## config.mk

```make
export PLATFORM = sky130hd
export DESIGN_NAME = delay_stats_acc
export DESIGN_NICKNAME = d
export VERILOG_FILES = /design/src/rtl/delay_stats_acc.sv
export SDC_FILE = /design/constraint.sdc
export NUM_CORES = 1
export LEC_CHECK = 0
export CAP_MARGIN = 20
export CORE_MARGIN = 5
export CORE_UTILIZATION = 47
export DETAILED_ROUTE_END_ITERATION = 7
export GPL_TIMING_DRIVEN = 0
export PLACE_DENSITY = 0.77
export SLEW_MARGIN = 0
export SYNTH_ARGS = -nofsm -noshare
export SYNTH_HDL_FRONTEND = slang
export SYNTH_SLANG_ARGS = --single-unit
```

## constraint.sdc

```tcl
create_clock -name clk_i -period 5.5 [get_ports clk_i]
set_clock_uncertainty 0.15 [all_clocks]
set_input_delay 1.375 -clock clk_i [delete_from_list [all_inputs] [get_ports clk_i]]
set_output_delay 1.375 -clock clk_i [all_outputs]
set_load 0.05 [all_outputs]
```

## src/rtl/delay_stats_acc.sv

```systemverilog
// rtl/delay_stats_acc.sv - delay sample statistics engine (avg/min/max/count, timeout, display mux)
module delay_stats_acc #(
  parameter int unsigned DATA_W      = 16,
  parameter int unsigned LOG2_N      = 10,
  parameter int unsigned TIMEOUT_CYC = 16000000,
  parameter int unsigned RESET_VAL   = 32'hDEAD
) (
  input  logic              clk_i,
  input  logic              rst_i,
  input  logic              start_i,
  input  logic              sample_ready_i,
  input  logic [DATA_W-1:0] sample_i,
  input  logic [1:0]        sel_i,
  output logic              busy_o,
  output logic              done_o,
  output logic              err_o,
  output logic [DATA_W-1:0] avg_o,
  output logic [DATA_W-1:0] min_o,
  output logic [DATA_W-1:0] max_o,
  output logic [LOG2_N:0]   count_o,
  output logic [DATA_W-1:0] disp_o
);

  localparam int unsigned SUM_W = DATA_W + LOG2_N;
  localparam int unsigned CNT_W = LOG2_N + 1;
  localparam int unsigned TMO_W = (TIMEOUT_CYC > 1) ? $clog2(TIMEOUT_CYC) : 1;
  localparam logic [CNT_W-1:0]  N_SAMPLES = {1'b1, {LOG2_N{1'b0}}};
  localparam logic [TMO_W-1:0]  TMO_LAST  = TMO_W'((TIMEOUT_CYC > 0) ? TIMEOUT_CYC - 1 : 0);
  localparam logic [DATA_W-1:0] RST_V     = DATA_W'(RESET_VAL);

  typedef enum logic [1:0] {S_IDLE, S_ACQ, S_DONE} state_e;

  state_e            state_q, state_d;
  logic              rdy_q;
  logic [SUM_W-1:0]  sum_q, sum_d;
  logic [DATA_W-1:0] min_q, min_d;
  logic [DATA_W-1:0] max_q, max_d;
  logic [DATA_W-1:0] avg_q, avg_d;
  logic [DATA_W-1:0] disp_q, disp_d;
  logic [CNT_W-1:0]  cnt_q, cnt_d;
  logic [TMO_W-1:0]  tmo_q, tmo_d;
  logic              err_q, err_d;
  logic              full, tmo_hit, accept;

  always_comb begin
    state_d = state_q;
    sum_d   = sum_q;
    min_d   = min_q;
    max_d   = max_q;
    avg_d   = avg_q;
    cnt_d   = cnt_q;
    tmo_d   = tmo_q;
    err_d   = err_q;
    full    = (cnt_q == N_SAMPLES);
    tmo_hit = (TIMEOUT_CYC != 0) && (tmo_q == TMO_LAST);
    // Rising edge of sample_ready only; the start cycle swallows any edge.
    accept  = (state_q == S_ACQ) && !start_i && sample_ready_i && !rdy_q && !full;

    if (start_i) begin
      state_d = S_ACQ;
      sum_d   = '0;
      min_d   = '1;
      max_d   = '0;
      cnt_d   = '0;
      tmo_d   = '0;
      err_d   = 1'b0;
    end else if (state_q == S_ACQ) begin
      if (full) begin
        state_d = S_DONE;
        avg_d   = sum_q[SUM_W-1:LOG2_N];
      end else if (accept) begin
        sum_d = sum_q + SUM_W'(sample_i);
        if (sample_i < min_q) min_d = sample_i;
        if (sample_i > max_q) max_d = sample_i;
        cnt_d = cnt_q + CNT_W'(1);
        tmo_d = '0;
      end else if (tmo_hit) begin
        state_d = S_DONE;
        err_d   = 1'b1;
        avg_d   = sum_q[SUM_W-1:LOG2_N];
      end else if (TIMEOUT_CYC != 0) begin
        tmo_d = tmo_q + TMO_W'(1);
      end
    end

    case (sel_i)
      2'd0:    disp_d = avg_q;
      2'd1:    disp_d = min_q;
      2'd2:    disp_d = max_q;
      default: disp_d = DATA_W'(cnt_q);
    endcase
  end

  always_ff @(posedge clk_i or posedge rst_i) begin
    if (rst_i) begin
      state_q <= S_IDLE;
      rdy_q   <= 1'b0;
      sum_q   <= '0;
      min_q   <= RST_V;
      max_q   <= RST_V;
      avg_q   <= RST_V;
      disp_q  <= RST_V;
      cnt_q   <= '0;
      tmo_q   <= '0;
      err_q   <= 1'b0;
    end else begin
      state_q <= state_d;
      rdy_q   <= sample_ready_i;
      sum_q   <= sum_d;
      min_q   <= min_d;
      max_q   <= max_d;
      avg_q   <= avg_d;
      disp_q  <= disp_d;
      cnt_q   <= cnt_d;
      tmo_q   <= tmo_d;
      err_q   <= err_d;
    end
  end

  assign busy_o  = (state_q == S_ACQ);
  assign done_o  = (state_q == S_DONE);
  assign err_o   = err_q;
  assign avg_o   = avg_q;
  assign min_o   = min_q;
  assign max_o   = max_q;
  assign count_o = cnt_q;
  assign disp_o  = disp_q;

endmodule

```

# [After elaboration in Yosys (flattened, before gate mapping)]
# Index checks and enable logic that the tools add are counted.
[word_totals] inputBits=22 word_cells=86 reg_bits=129 output_inout_bits=78
[classes] order_cmp=2 reduce_logical=22 n_addsub=3 eq_ne=11 muxes=37 n_bitwise=1
[op_table] operator="$mux 16" count=13
[op_table] operator="$mux 24" count=5
[op_table] operator="$mux 26" count=4
[op_table] operator="$pmux 16 s3" count=1
[op_table] operator="$mux 11" count=4
[op_table] operator="$add 26x16->26" count=1
[op_table] operator="$add 24x1->24 const B" count=1
[op_table] operator="$eq 24x24->1 const B" count=1
[op_table] operator="$gt 16x16->1" count=1
[op_table] operator="$lt 16x16->1" count=1
[op_table] operator="$reduce_and 4->1" count=4
[op_table] operator="$reduce_bool 2->1" count=6
[op_table] operator="$add 11x1->11 const B" count=1
[op_table] operator="$eq 11x11->1 const B" count=1
[op_table] operator="$mux 2" count=5
[op_table] operator="$reduce_and 3->1" count=3
[op_table] operator="$ne 2x2->1 const B" count=3
[op_table] operator="$mux 1" count=5
[op_table] operator="$eq 2x1->1 const B" count=2
[op_table] operator="$eq 2x2->1 const B" count=2
[op_table] operator="$logic_and 1x1->1" count=4
[op_table] operator="$logic_not 1->1" count=3
[op_table] operator="$ne 3x2->1 const B" count=1
[op_table] operator="$ne 3x3->1 const B" count=1
[op_table] operator="other kinds (3)" count=3

# [Longest topological paths before layout]
# Gate-level depths: netlist of the first run.
[logic_depth] depth_word=9 mapped_depth=10 ltp_nobuf=9

# [Worst setup path after synthesis of the first run]
# No wires, ideal clock.
[synth_path] path_type="input-to-reg" startpoint="input port sample_i[0]" endpoint="register sum_q[16]" setup_ps=125 arrival_ps=3529 path_buffers=0 path_slack_ps=1696 path_stages=9 t_required_ps=5225 path_cell_list="ha_1 > inv_1 > fa_1 > nand2b_1 > a211o_1 > a211o_1 > a211o_1 > a31oi_1 > mux2_2"
[synth_via] elab_chain_cells=5
[synth_lines] element="start, declared" line_no="12" source="input logic [DATA_W-1:0] sample_i,"
[synth_lines] element="$add 26x16->26" line_no="72" source="sum_d = sum_q + SUM_W'(sample_i);"
[synth_lines] element="$mux 26" line_no="71" source="end else if (accept) begin"
[synth_lines] element="$mux 26" line_no="68" source="if (full) begin"
[synth_lines] element="$mux 26" line_no="67" source="end else if (state_q == S_ACQ) begin"
[synth_lines] element="$mux 26" line_no="59" source="if (start_i) begin"
[synth_lines] element="end signal, assigned" line_no="109" source="sum_q <= sum_d;"
[synth_lines] element="end, declared" line_no="35" source="logic [SUM_W-1:0] sum_q, sum_d;"
# Every way passes these cells. The select of a mux whose other input is x is not followed.
# A chain may end at the register's enable or synchronous reset.

# [Final worst setup path of the first run]
[layout_path] startpoint="input port sample_i[1]" endpoint="register sum_q[22]"
# The elaborated chain is that of the path after synthesis.

==> results of run 1 <==
[registers in the layout, summed over array words and instances (netlist names), 2 cells and up]
register  count
count_o      11
tmo_q        24
disp_o       16
max_o        16
sum_q        26
min_o        16
avg_o        16
state_q       2
[layout by cell type (no fill, tap or decap), drive strengths merged, types with 15 or more instances in the layout]
cell and instances:
dfrtp 85, nor2 63, a21oi 42, mux2 34
or3 15, ha 50, nand2 65, and3 16
clkbuf 47, o21ai 52, clkdlybuf4s50 96, dfstp 44
inv 56, nand4 16, nand3 56
[power groups by stage]
stage                     registers, mW  clock network [mW]  logic, mW
after floorplan                    1.12                   0      0.209
after global placement             1.05                   0      0.417
after detailed placement           1.05                   0      0.427
after CTS                          1.04                1.16      0.432
after global routing               1.04                1.21      0.470
final                              1.04                1.16      0.434
[metal layers]
| layer | track usage | vias up | routed length (µm) |
|---|---|---|---|
| met5 | 0 | - | 0 |
| met4 | 0.08567 | 0 | 522 |
| met3 | 0.05249 | 45 | 1970 |
| met2 | 0.3834 | 361 | 11280 |
| met1 | 0.3468 | 3546 | 10660 |
| li1 | - | 3232 | - |
[layout make-up]
| type | instances | area, µm² | area share |
|---|---|---|---|
| multi-input combinational | 600 | 4307 | 0.4394 |
| sequential | 129 | 3283 | 0.3350 |
| timing repair buffer | 97 | 988.4 | 0.1008 |
| clock buffer | 17 | 425.4 | 0.04340 |
| tap | 220 | 275.3 | 0.02808 |
| inverter | 49 | 188.9 | 0.01927 |
| clock inverter | 15 | 172.7 | 0.01762 |
| buffer | 38 | 161.4 | 0.01647 |
[cell families (layout without fill, tap and decap cells)]
family / after synthesis / after routing
compound gates: 178 / 178
xor+xnor: 20 / 20
fa+ha+maj: 51 / 51
buf+inv: 87 / 216
flops: 129 / 129
mux: 57 / 57
simple gates: 294 / 294
[stage by stage]
stage | utilization | hold slack [ns]
CTS | 0.5911 | 0.3423
detailed placement | 0.5550 | 0.3288
global placement | 0.5530 | 0.3301
finish | 0.5911 | 0.3420
floorplan | - | 0.3026
global route | 0.5911 | 0.3812
[worst max-delay path: cells and delay by family]
family	cells	cell delay, ns
AOI/OAI and AO/OA	3	1.33
adders and majority gates	1	0.45
buffers and inverters	2	0.76
and+or+nand+nor	3	0.53
[worst paths after layout]
| path | startpoint | end | slack [ns] |
|---|---|---|---|
| max in group asynchronous | rst_i | max_o[2] | 3.23 |
| max | sample_i[1] | sum_q[22] | 1.21 |
| min reg2reg | sum_q[4] | sum_q[4] | 0.34 |
| min | sum_q[4] | sum_q[4] | 0.34 |
| min in group asynchronous | rst_i | tmo_q[12] | 1.16 |
| max reg2reg | count_o[0] | max_o[4] | 2.09 |
==> summary.txt, run 1 <==
Min path
  • Worst hold-check path type: register to register
  • Worst Hold Path Cells: 2

STA
  • Period Utilization, post-route: 0.7806
  • Max-slew violation count: 0
  • Final worst slack: 1.207 ns
  • Actual slew at the worst max-slew pin: 0.8738 ns
  • Setup_tns: 0 ns
  • Total setup violations reported at the end of the flow: 0
  • Minimum clock period after layout: 4.293 ns
  • Maximum clock frequency: 0.2329 GHz
  • Slew HR: 0.4175
  • RSZ-0062 raised after global routing: false
  • Fin. Hold Viols: 0

Floorplanning
  • Std-Cell Core Area: ~0.017 mm²
  • Effective utilization at floorplan: 0.4785
  • Chip width: 139.9 µm
  • Ports placed on the boundary: 100
  • Placement Rows: between 40 and 50
  • Height of the die: 139.9 µm
  • Die area: 0.01958 mm²

Drt
  • Drt via density: between 6 and 7
  • Iteration-0 DRC count of the detailed router: 758
  • Remaining number of nets flagged by the antenna check after routing: 0
  • Mean routed wirelength per cell: 20.97 µm
  • Count of unresolved DRC violations after routing: 0
  • Number of vias after detailed routing: roughly 7000
  • Number of detailed-route iterations in the first pass: 5
  • Total detailed-routing wirelength: 24.43 mm

Critical path
  • Data arrival time at the worst-slack endpoint: 4.44 ns
  • Required time at the worst-slack endpoint: 5.65 ns
  • Capturing element type of the critical path: register
  • Crit path cell chain: clkdlybuf4s50_1 -> inv_1 -> fa_1 -> nand2b_1 -> a211o_1 -> a211o_1 -> a211oi_1 -> or4_1 -> nand3_1
  • WS Path Type: input port to register
  • Startpoint class of the critical path: input port
  • Biggest cell delay along the critical path: 0.64 ns
  • Top cell by count, worst path: sky130_fd_sc_hd__a211o_1
  • Cell type of the slowest stage on the worst timing path: sky130_fd_sc_hd__a211oi_1
  • CP Max Fanout: 6
  • Register-to-Register Path Depth: 9

Placed design
  • Post-Place Setup Slack: 0.8304 ns
  • Final estimated routing congestion in global placement: about 0.95
  • Detailed placement HPWL: about 18 mm
  • Standard cell area after detailed placement: 0.009204 mm²
  • Post-Place Cells: 1133
  • Number of buffer cells added on primary ports: 96

CTS
  • Clock insertion delay at the later pin of the skew report: around 0.43 ns
  • H-tree levels: 4
  • CTS Buffer Depth: 2
  • Count of hold buffers inserted by post-cts repair: 0
  • Clock tree from TritonCTS: done
  • Clock transition at path regs: 0.06 ns
  • Buffer type at the clock tree root: sky130_fd_sc_hd__clkbuf_16
  • Post-CTS Resized: 0
  • Clock sink count: roughly 130
  • Post-CTS repair timing setup buffer count: 0
  • Clock buffers created by TritonCTS: 17

Yosys
  • Largest family of logic cells by synthesized area: simple AND/OR/NAND/NOR gates
  • Mux cell area share after synthesis: 0.09745
  • Mapped Area: 0.007935 mm²
  • Most numerous cell types in the synthesized netlist: sky130_fd_sc_hd__dfrtp_1, sky130_fd_sc_hd__nand2_1, sky130_fd_sc_hd__nor2_1
  • Library cell with the largest summed area after synthesis: sky130_fd_sc_hd__dfrtp_1
  • Fraction of the mapped netlist area in compound gates: 0.1496
  • Most used flip-flop cell after synthesis: sky130_fd_sc_hd__dfrtp_1
  • Cell with the most instances after synthesis: sky130_fd_sc_hd__dfrtp_1
  • Avg Inst Size Synth: 9.724 µm²
  • Post-Syn Nets: a little under 900
  • Post-synthesis adder-cell area fraction: 0.08136
  • Number of instances in the synthesized netlist: 816
  • Simple-gate portion of the synthesized area: 0.1922
  • Yosys warning count: 0
  • Register bit total from synthesis: between 100 and 150
  • Post-synthesis sequential area ratio: 0.4137
  • Proportion of register bits with asynchronous set or reset after synthesis: 1.000
  • Top post-synthesis cells by area: sky130_fd_sc_hd__dfrtp_1, sky130_fd_sc_hd__dfstp_2, sky130_fd_sc_hd__ha_1
  • Post-synth EDFFs: 0
  • Cell variety after synth: around 70
  • Post-synthesis xor/xnor area fraction: 0.02208
  • Top-area cell type share of the netlist area: 0.2681

Final layout
  • Syn-to-layout area delta: 23.53%
  • Post-route standard cell area excluding fillers: 0.009802 mm²
  • Nets: 1005
  • Antenna cells: 0
  • Layout cells sized above 1: 0.1503
  • Non-filler cells, final: ~1200
  • Layout filler cell count: 1388

Flow run
  • Max cap viols: 0

Power
  • NetSw: approximately 800 µW
  • Worst VDD drop: 241.9 µV
  • Share of power burned in the clock network: 0.440
  • Final Power: 2.631 mW
  • Leakage power: 4.176 nW
  • Switching Share: 0.3037
  • PD cells: 268.4 mW/mm²
  • Internal power: around 1.8 mW
  • Part of the power in registers: 0.395
  • Power share of the combinational group: 0.165

GRT
  • Number of antenna violations at the first check in global routing: 1
  • Global-route wire length before repair: 38.31 mm
  • GRT Total Usage: 0.2475
  • Pin count of the biggest net entering global routing: 95
  • Via count of the first global-routing pass: roughly 7000
  • Total gr overflow: 0

Run status
  • Outcome: finished, final reports clean
(Power assumes the default switching activity.)
==> inputs of run 2 (changes only) <==
clock period = 4.3 ns   (was 5.5 ns; I/O delays follow)
==> summary.txt, run 2 (same netlist as run 1, synthesis figures left out) <==
Run status
  • Outcome: finished, final reports clean

Final layout
  • Area of combinational cells with multiple inputs: 0.004307 mm² (unchanged)
  • Nets: 1007 (+0.20%)
  • Registers with the most flip-flops: sum_q x26, tmo_q x24
  • Highest-count cells in the layout ignoring fill and taps: sky130_fd_sc_hd__clkdlybuf4s50_1, sky130_fd_sc_hd__dfrtp_1, sky130_fd_sc_hd__nand2_1
  • Leading cell type in the layout, fill and taps excluded: sky130_fd_sc_hd__clkdlybuf4s50_1
  • Syn-to-layout area delta: 24.91%
  • Register with the highest flop count: sum_q
  • Non-filler cells, final: 1168 (+0.26%)
  • FF+latch area: 0.003283 mm² (unchanged)
  • Max reg flops: 26 (unchanged)
  • Layout cells sized above 1: 0.1499 (-0.0003173)
  • Layout filler cell count: 1369 (-1.4%)

Min path
  • Worst hold path startpoint: sum_q[5]
  • Worst Hold Path Cells: 2 (unchanged)
  • Endpoint of the worst hold path: sum_q[5]
  • Worst hold-check path type: register to register

Drt
  • Total detailed-routing wirelength: 24.80 mm (+1.5%)
  • Mean routed wirelength per cell: 21.23 µm (+1.2%)
  • Drt via density: 6.188 (+0.34%)
  • Count of unresolved DRC violations after routing: 0 (unchanged)
  • Iteration-0 DRC count of the detailed router: 815 (+7.5%)
  • Number of vias after detailed routing: 7227 (+0.60%)
  • Number of detailed-route iterations in the first pass: 6 (+1)
  • Remaining number of nets flagged by the antenna check after routing: 0 (unchanged)

CTS
  • Clock tree from TritonCTS: done
  • Clock sink count: 129 (unchanged)
  • Buffer type at the clock tree root: sky130_fd_sc_hd__clkbuf_16
  • Clock transition at path regs: 0.06 ns (about the same)
  • Post-CTS Resized: 0 (unchanged)
  • H-tree levels: 4 (unchanged)
  • Post-CTS repair timing setup buffer count: 0 (unchanged)
  • Clock buffers created by TritonCTS: 17 (unchanged)
  • Count of hold buffers inserted by post-cts repair: 0 (unchanged)
  • CTS Buffer Depth: 2 (unchanged)
  • Clock insertion delay at the later pin of the skew report: 0.43 ns (about the same)

Floorplanning
  • Placement Rows: 47 (unchanged)
  • Ports placed on the boundary: 100 (unchanged)
  • Effective utilization at floorplan: 0.4785 (unchanged)
  • Chip width: 139.9 µm (unchanged)
  • Std-Cell Core Area: 0.01658 mm² (unchanged)
  • Die area: 0.01958 mm² (unchanged)
  • Height of the die: 139.9 µm (unchanged)

Critical path
  • CP Max Fanout: 6 (unchanged)
  • WS Path Type: input port to register
  • Startpoint class of the critical path: input port
  • Register-to-Register Path Depth: 9 (unchanged)
  • Required time at the worst-slack endpoint: 4.45 ns (-1.20 ns)
  • R2R Setup Slk: 0.86 ns (-1.23 ns)
  • Data arrival time at the worst-slack endpoint: 4.06 ns (-0.38 ns)
  • Number of buffers and inverters on the critical path: 2 (unchanged)
  • Critical R2R Launch: count_o[0]
  • Cell type of the slowest stage on the worst timing path: sky130_fd_sc_hd__a211oi_1
  • Top cell by count, worst path: sky130_fd_sc_hd__a211o_1
  • Biggest cell delay along the critical path: 0.62 ns (-0.02 ns)
  • Capturing element type of the critical path: register
  • Cell class contributing the biggest share of worst-path delay: compound AO/OA/AOI/OAI gates
  • Endpoint of the worst-slack reg-to-reg timing path: max_o[8]
  • Crit path cell chain: clkdlybuf4s50_1 -> ha_1 -> inv_1 -> fa_1 -> nand2b_1 -> a211o_1 -> a211o_1 -> a211oi_1 -> or4_1 -> nand3_1

Power
  • Switching Share: 0.2782 (-0.02550)
  • PD cells: 361.0 mW/mm² (+34%)
  • Worst VDD drop: 344.8 µV (+43%)
  • NetSw: 995.2 µW (+25%)
  • Internal power: 2.583 mW (+41%)
  • Leakage power: 4.223 nW (+1.1%)
  • Part of the power in registers: 0.371 (-0.024)
  • Power share of the combinational group: 0.157 (-0.008)
  • Share of power burned in the clock network: 0.472 (+0.032)

STA
  • Slew HR: 0.4175 (about the same)
  • Minimum clock period after layout: 3.912 ns
  • Maximum clock frequency: 0.2556 GHz
  • RSZ-0062 raised after global routing: false
  • Total setup violations reported at the end of the flow: 0 (unchanged)
  • Fin. Hold Viols: 0 (unchanged)
  • Period Utilization, post-route: 0.9098
  • Max-slew violation count: 0 (unchanged)
  • Actual slew at the worst max-slew pin: 0.8720 ns (-0.001827 ns)
  • Setup_tns: 0 ns (unchanged)

Placed design
  • Final estimated routing congestion in global placement: 0.9259 (-2.1%)
  • Post-Place Cells: 1135 (+0.18%)
  • Detailed placement HPWL: 18.02 mm (+1.2%)
  • Number of buffer cells added on primary ports: 96 (unchanged)

Flow run
  • Max cap viols: 0 (unchanged)

GRT
  • Pin count of the biggest net entering global routing: 40 (-58%)
  • GRT Total Usage: 0.2545 (+0.007056)
  • Number of antenna violations at the first check in global routing: 0 (-1)
  • Total gr overflow: 0 (unchanged)
  • Global-route wire length before repair: 39.21 mm (+2.3%)
  • Via count of the first global-routing pass: 7004 (+2.3%)
[run 2: area by class of cell]
class,count,area share
repair buffers,99,0.1030
plain buffers,38,0.01628
multi-input cells,600,0.4345
inverters,49,0.01893
diodes,1,0.0002525
clock inverters,12,0.02297
well taps,220,0.02777
clock buffers,20,0.04506
flip-flops and latches,129,0.3312
[run 2: tightest hold or removal path, stage by stage, from the launching register on]
cell,delay (ns)
sky130_fd_sc_hd__dfrtp_1,0.34
sky130_fd_sc_hd__nand3_1,0.06
sky130_fd_sc_hd__o21ai_0,0.07
[run 2: how the worst max path moves through the flow]
stage / endpoint / cells after the start / start
2_1_floorplan: sum_q[16] / 9 / sample_i[0]
3_3_place_gp: sum_q[16] / 9 / sample_i[1]
3_5_place_dp: sum_q[22] / 10 / sample_i[0]
4_1_cts: sum_q[22] / 10 / sample_i[0]
5_1_grt: sum_q[18] / 9 / sample_i[1]
6_report: sum_q[18] / 10 / sample_i[0]
[run 2: power by group through the flow]
stage | registers [mW] | clock network (mW) | logic [mW]
6_report | 1.33 | 1.69 | 0.562
5_1_grt | 1.33 | 1.75 | 0.610
4_1_cts | 1.32 | 1.69 | 0.557
3_5_place_dp | 1.34 | 0 | 0.550
3_3_place_gp | 1.34 | 0 | 0.534
2_1_floorplan | 1.43 | 0 | 0.268
[run 2: stage by stage]
step	setup slack [ns]	utilization	total power, mW	cell area [µm²]	hold WS (ns)
after CTS	0.4282	0.5976	3.576	9910	0.3547
after detailed placement	0.003620	0.5569	1.894	9235	0.3374
after global placement	0.03799	0.5533	1.877	9175	0.3304
after floorplan	0.7960	-	1.699	7939	0.3026
after global routing	0.2159	0.5976	3.689	9910	0.3763
final	0.3879	0.5977	3.578	9912	0.3527
[run 2: metal layers]
layer | global-route usage | share of wire
met2 | 0.3915 | 0.45
met1 | 0.3496 | 0.42
met4 | 0.09332 | 0.032
met5 | 0 | 0
met3 | 0.06544 | 0.091
==> inputs of run 3 (changes only) <==
GPL_ROUTABILITY_DRIVEN = 0   (was not set)
==> summary.txt, run 3 (same netlist as run 1, synthesis figures left out) <==
Placed design
  • Detailed placement HPWL: 18.06 mm (+0.22%)
  • Post-Place Cells: 1135 (unchanged)
  • Post-Place Setup Slack: 0.0008340 ns (-0.002786 ns)
  • Number of buffer cells added on primary ports: 96 (unchanged)

Final layout
  • Max reg flops: 26 (unchanged)
  • Highest-count cells in the layout ignoring fill and taps: sky130_fd_sc_hd__clkdlybuf4s50_1, sky130_fd_sc_hd__dfrtp_1, sky130_fd_sc_hd__nand2_1
  • Non-filler cells, final: 1167 (-0.086%)
  • Registers with the most flip-flops: sum_q x26, tmo_q x24
  • Syn-to-layout area delta: 23.73%
  • Antenna cells: 0 (-1)
  • Register with the highest flop count: sum_q
  • Nets: 1007 (unchanged)
  • Layout cells sized above 1: 0.1521 (+0.002112)
  • Leading cell type in the layout, fill and taps excluded: sky130_fd_sc_hd__clkdlybuf4s50_1

CTS
  • Clock transition at path regs: 0.06 ns (about the same)
  • Clock buffers created by TritonCTS: 17 (unchanged)
  • Clock insertion delay at the later pin of the skew report: 0.43 ns (about the same)
  • Buffer type at the clock tree root: sky130_fd_sc_hd__clkbuf_16
  • Clock sink count: 129 (unchanged)
  • Clock tree from TritonCTS: done
  • Post-CTS Resized: 0 (unchanged)
  • CTS Buffer Depth: 2 (unchanged)
  • Post-CTS repair timing setup buffer count: 0 (unchanged)
  • H-tree levels: 4 (unchanged)
  • Count of hold buffers inserted by post-cts repair: 0 (unchanged)

Drt
  • Count of unresolved DRC violations after routing: 0 (unchanged)
  • Drt via density: 6.129 (-0.95%)
  • Iteration-0 DRC count of the detailed router: 745 (-8.6%)
  • Number of vias after detailed routing: 7152 (-1.0%)
  • Mean routed wirelength per cell: 20.83 µm (-1.9%)
  • Number of detailed-route iterations in the first pass: 5 (-1)
  • Total detailed-routing wirelength: 24.30 mm (-2.0%)
  • Remaining number of nets flagged by the antenna check after routing: 0 (unchanged)

Critical path
  • Biggest cell delay along the critical path: 0.64 ns (+0.02 ns)
  • Crit path cell chain: clkdlybuf4s50_1 -> inv_1 -> fa_1 -> nand2b_1 -> a211o_1 -> a211o_1 -> a211oi_1 -> or4_1 -> nand3_1
  • Register-to-Register Path Depth: 9 (unchanged)
  • Required time at the worst-slack endpoint: 4.46 ns (about the same)
  • Cell class contributing the biggest share of worst-path delay: compound AO/OA/AOI/OAI gates
  • Number of buffers and inverters on the critical path: 2 (unchanged)
  • CP Max Fanout: 6 (unchanged)
  • Startpoint class of the critical path: input port
  • Top cell by count, worst path: sky130_fd_sc_hd__a211o_1
  • WS Path Type: input port to register
  • Logic depth of the worst path, buffers included: 9 (-1)
  • Capturing element type of the critical path: register
  • Data arrival time at the worst-slack endpoint: 4.09 ns (+0.03 ns)
  • Cell type of the slowest stage on the worst timing path: sky130_fd_sc_hd__a211oi_1

GRT
  • Global-route wire length before repair: 38.23 mm (-2.5%)
  • Pin count of the biggest net entering global routing: 42 (+5.0%)
  • Total gr overflow: 0 (unchanged)
  • GRT Total Usage: 0.2484 (-0.006076)
  • Number of antenna violations at the first check in global routing: 0 (unchanged)
  • Via count of the first global-routing pass: 6853 (-2.2%)

STA
  • Total setup violations reported at the end of the flow: 0 (unchanged)
  • Period Utilization, post-route: 0.9130 (+0.003158)
  • RSZ-0062 raised after global routing: false
  • Final worst slack: 0.3743 ns (-0.01358 ns)
  • Fin. Hold Viols: 0 (unchanged)
  • Setup_tns: 0 ns (unchanged)
  • Max-slew violation count: 0 (unchanged)
  • Slew HR: 0.4381 (+0.02061)
  • Minimum clock period after layout: 3.926 ns (+0.01358 ns)
  • Maximum clock frequency: 0.2547 GHz (-0.35%)
  • Actual slew at the worst max-slew pin: 0.8398 ns (-0.03218 ns)

Run status
  • Outcome: finished, final reports clean

Power
  • PD cells: 338.1 mW/mm² (-6.3%)
  • Worst VDD drop: 292.6 µV (-15%)
  • Leakage power: 4.174 nW (-1.2%)
  • Final Power: 3.320 mW (-7.2%)

Flow run
  • Max cap viols: 0 (unchanged)

Min path
  • Worst Hold Path Cells: 2 (unchanged)
  • Worst hold-check path type: register to register

Floorplanning
  • Chip width: 139.9 µm (unchanged)
  • Std-Cell Core Area: 0.01658 mm² (unchanged)
  • Effective utilization at floorplan: 0.4785 (unchanged)
  • Placement Rows: 47 (unchanged)
  • Ports placed on the boundary: 100 (unchanged)
  • Die area: 0.01958 mm² (unchanged)
  • Height of the die: 139.9 µm (unchanged)
## run 3: worst register-to-register path: stages (launching register included)
cell,delay (ns)
sky130_fd_sc_hd__dfrtp_1,0.59
sky130_fd_sc_hd__inv_1,0.12
sky130_fd_sc_hd__ha_1,0.22
sky130_fd_sc_hd__and4bb_4,0.23
sky130_fd_sc_hd__a311oi_4,0.69
sky130_fd_sc_hd__o31ai_1,0.29
sky130_fd_sc_hd__a31o_2,0.28
sky130_fd_sc_hd__buf_2,0.17
sky130_fd_sc_hd__buf_2,0.23
sky130_fd_sc_hd__mux2_2,0.31
## run 3: cell type report
cell class | count | area [µm²]
fill | 1438 | 6765
multi-input combinational | 600 | 4307
sequential | 129 | 3283
timing repair buffer | 99 | 1021
clock buffer | 17 | 425.4
tap | 220 | 275.3
inverter | 49 | 187.7
buffer | 38 | 161.4
clock inverter | 15 | 157.7
## run 3: stage by stage
stage | area [µm²] | utilization | hold WS, ns
after floorplan | 7939 | - | 0.3026
after global placement | 9175 | 0.5533 | 0.3333
after detailed placement | 9235 | 0.5569 | 0.3448
after CTS | 9818 | 0.5920 | 0.3547
after global routing | 9818 | 0.5920 | 0.3889
final | 9818 | 0.5920 | 0.3481
## run 3: final timing paths
| kind | start | slack (ns) | to |
|---|---|---|---|
| max in group asynchronous | rst_i | 2.21 | min_o[5] |
| min reg2reg | err_o | 0.35 | err_o |
| min | err_o | 0.35 | err_o |
| max reg2reg | count_o[0] | 0.92 | max_o[8] |
| min in group asynchronous | rst_i | 0.91 | disp_o[6] |
| max | sample_i[1] | 0.37 | sum_q[18] |
## run 3: per-layer routing
metal / vias up / wire [µm] / track usage / part of all wire
li1: 3246 / - / - / -
met1: 3525 / 10540 / 0.3487 / 0.43
met2: 339 / 11060 / 0.3768 / 0.46
met3: 42 / 2169 / 0.06203 / 0.089
met4: 0 / 535 / 0.08720 / 0.022
met5: - / 0 / 0 / 0
## run 3: power by group
group	leakage (nW)	switching, mW	internal [mW]	total [mW]
Combinational	2.30	0.360	0.198	0.558
Clock	0.276	0.581	0.855	1.44
Sequential	1.60	0.0496	1.28	1.33
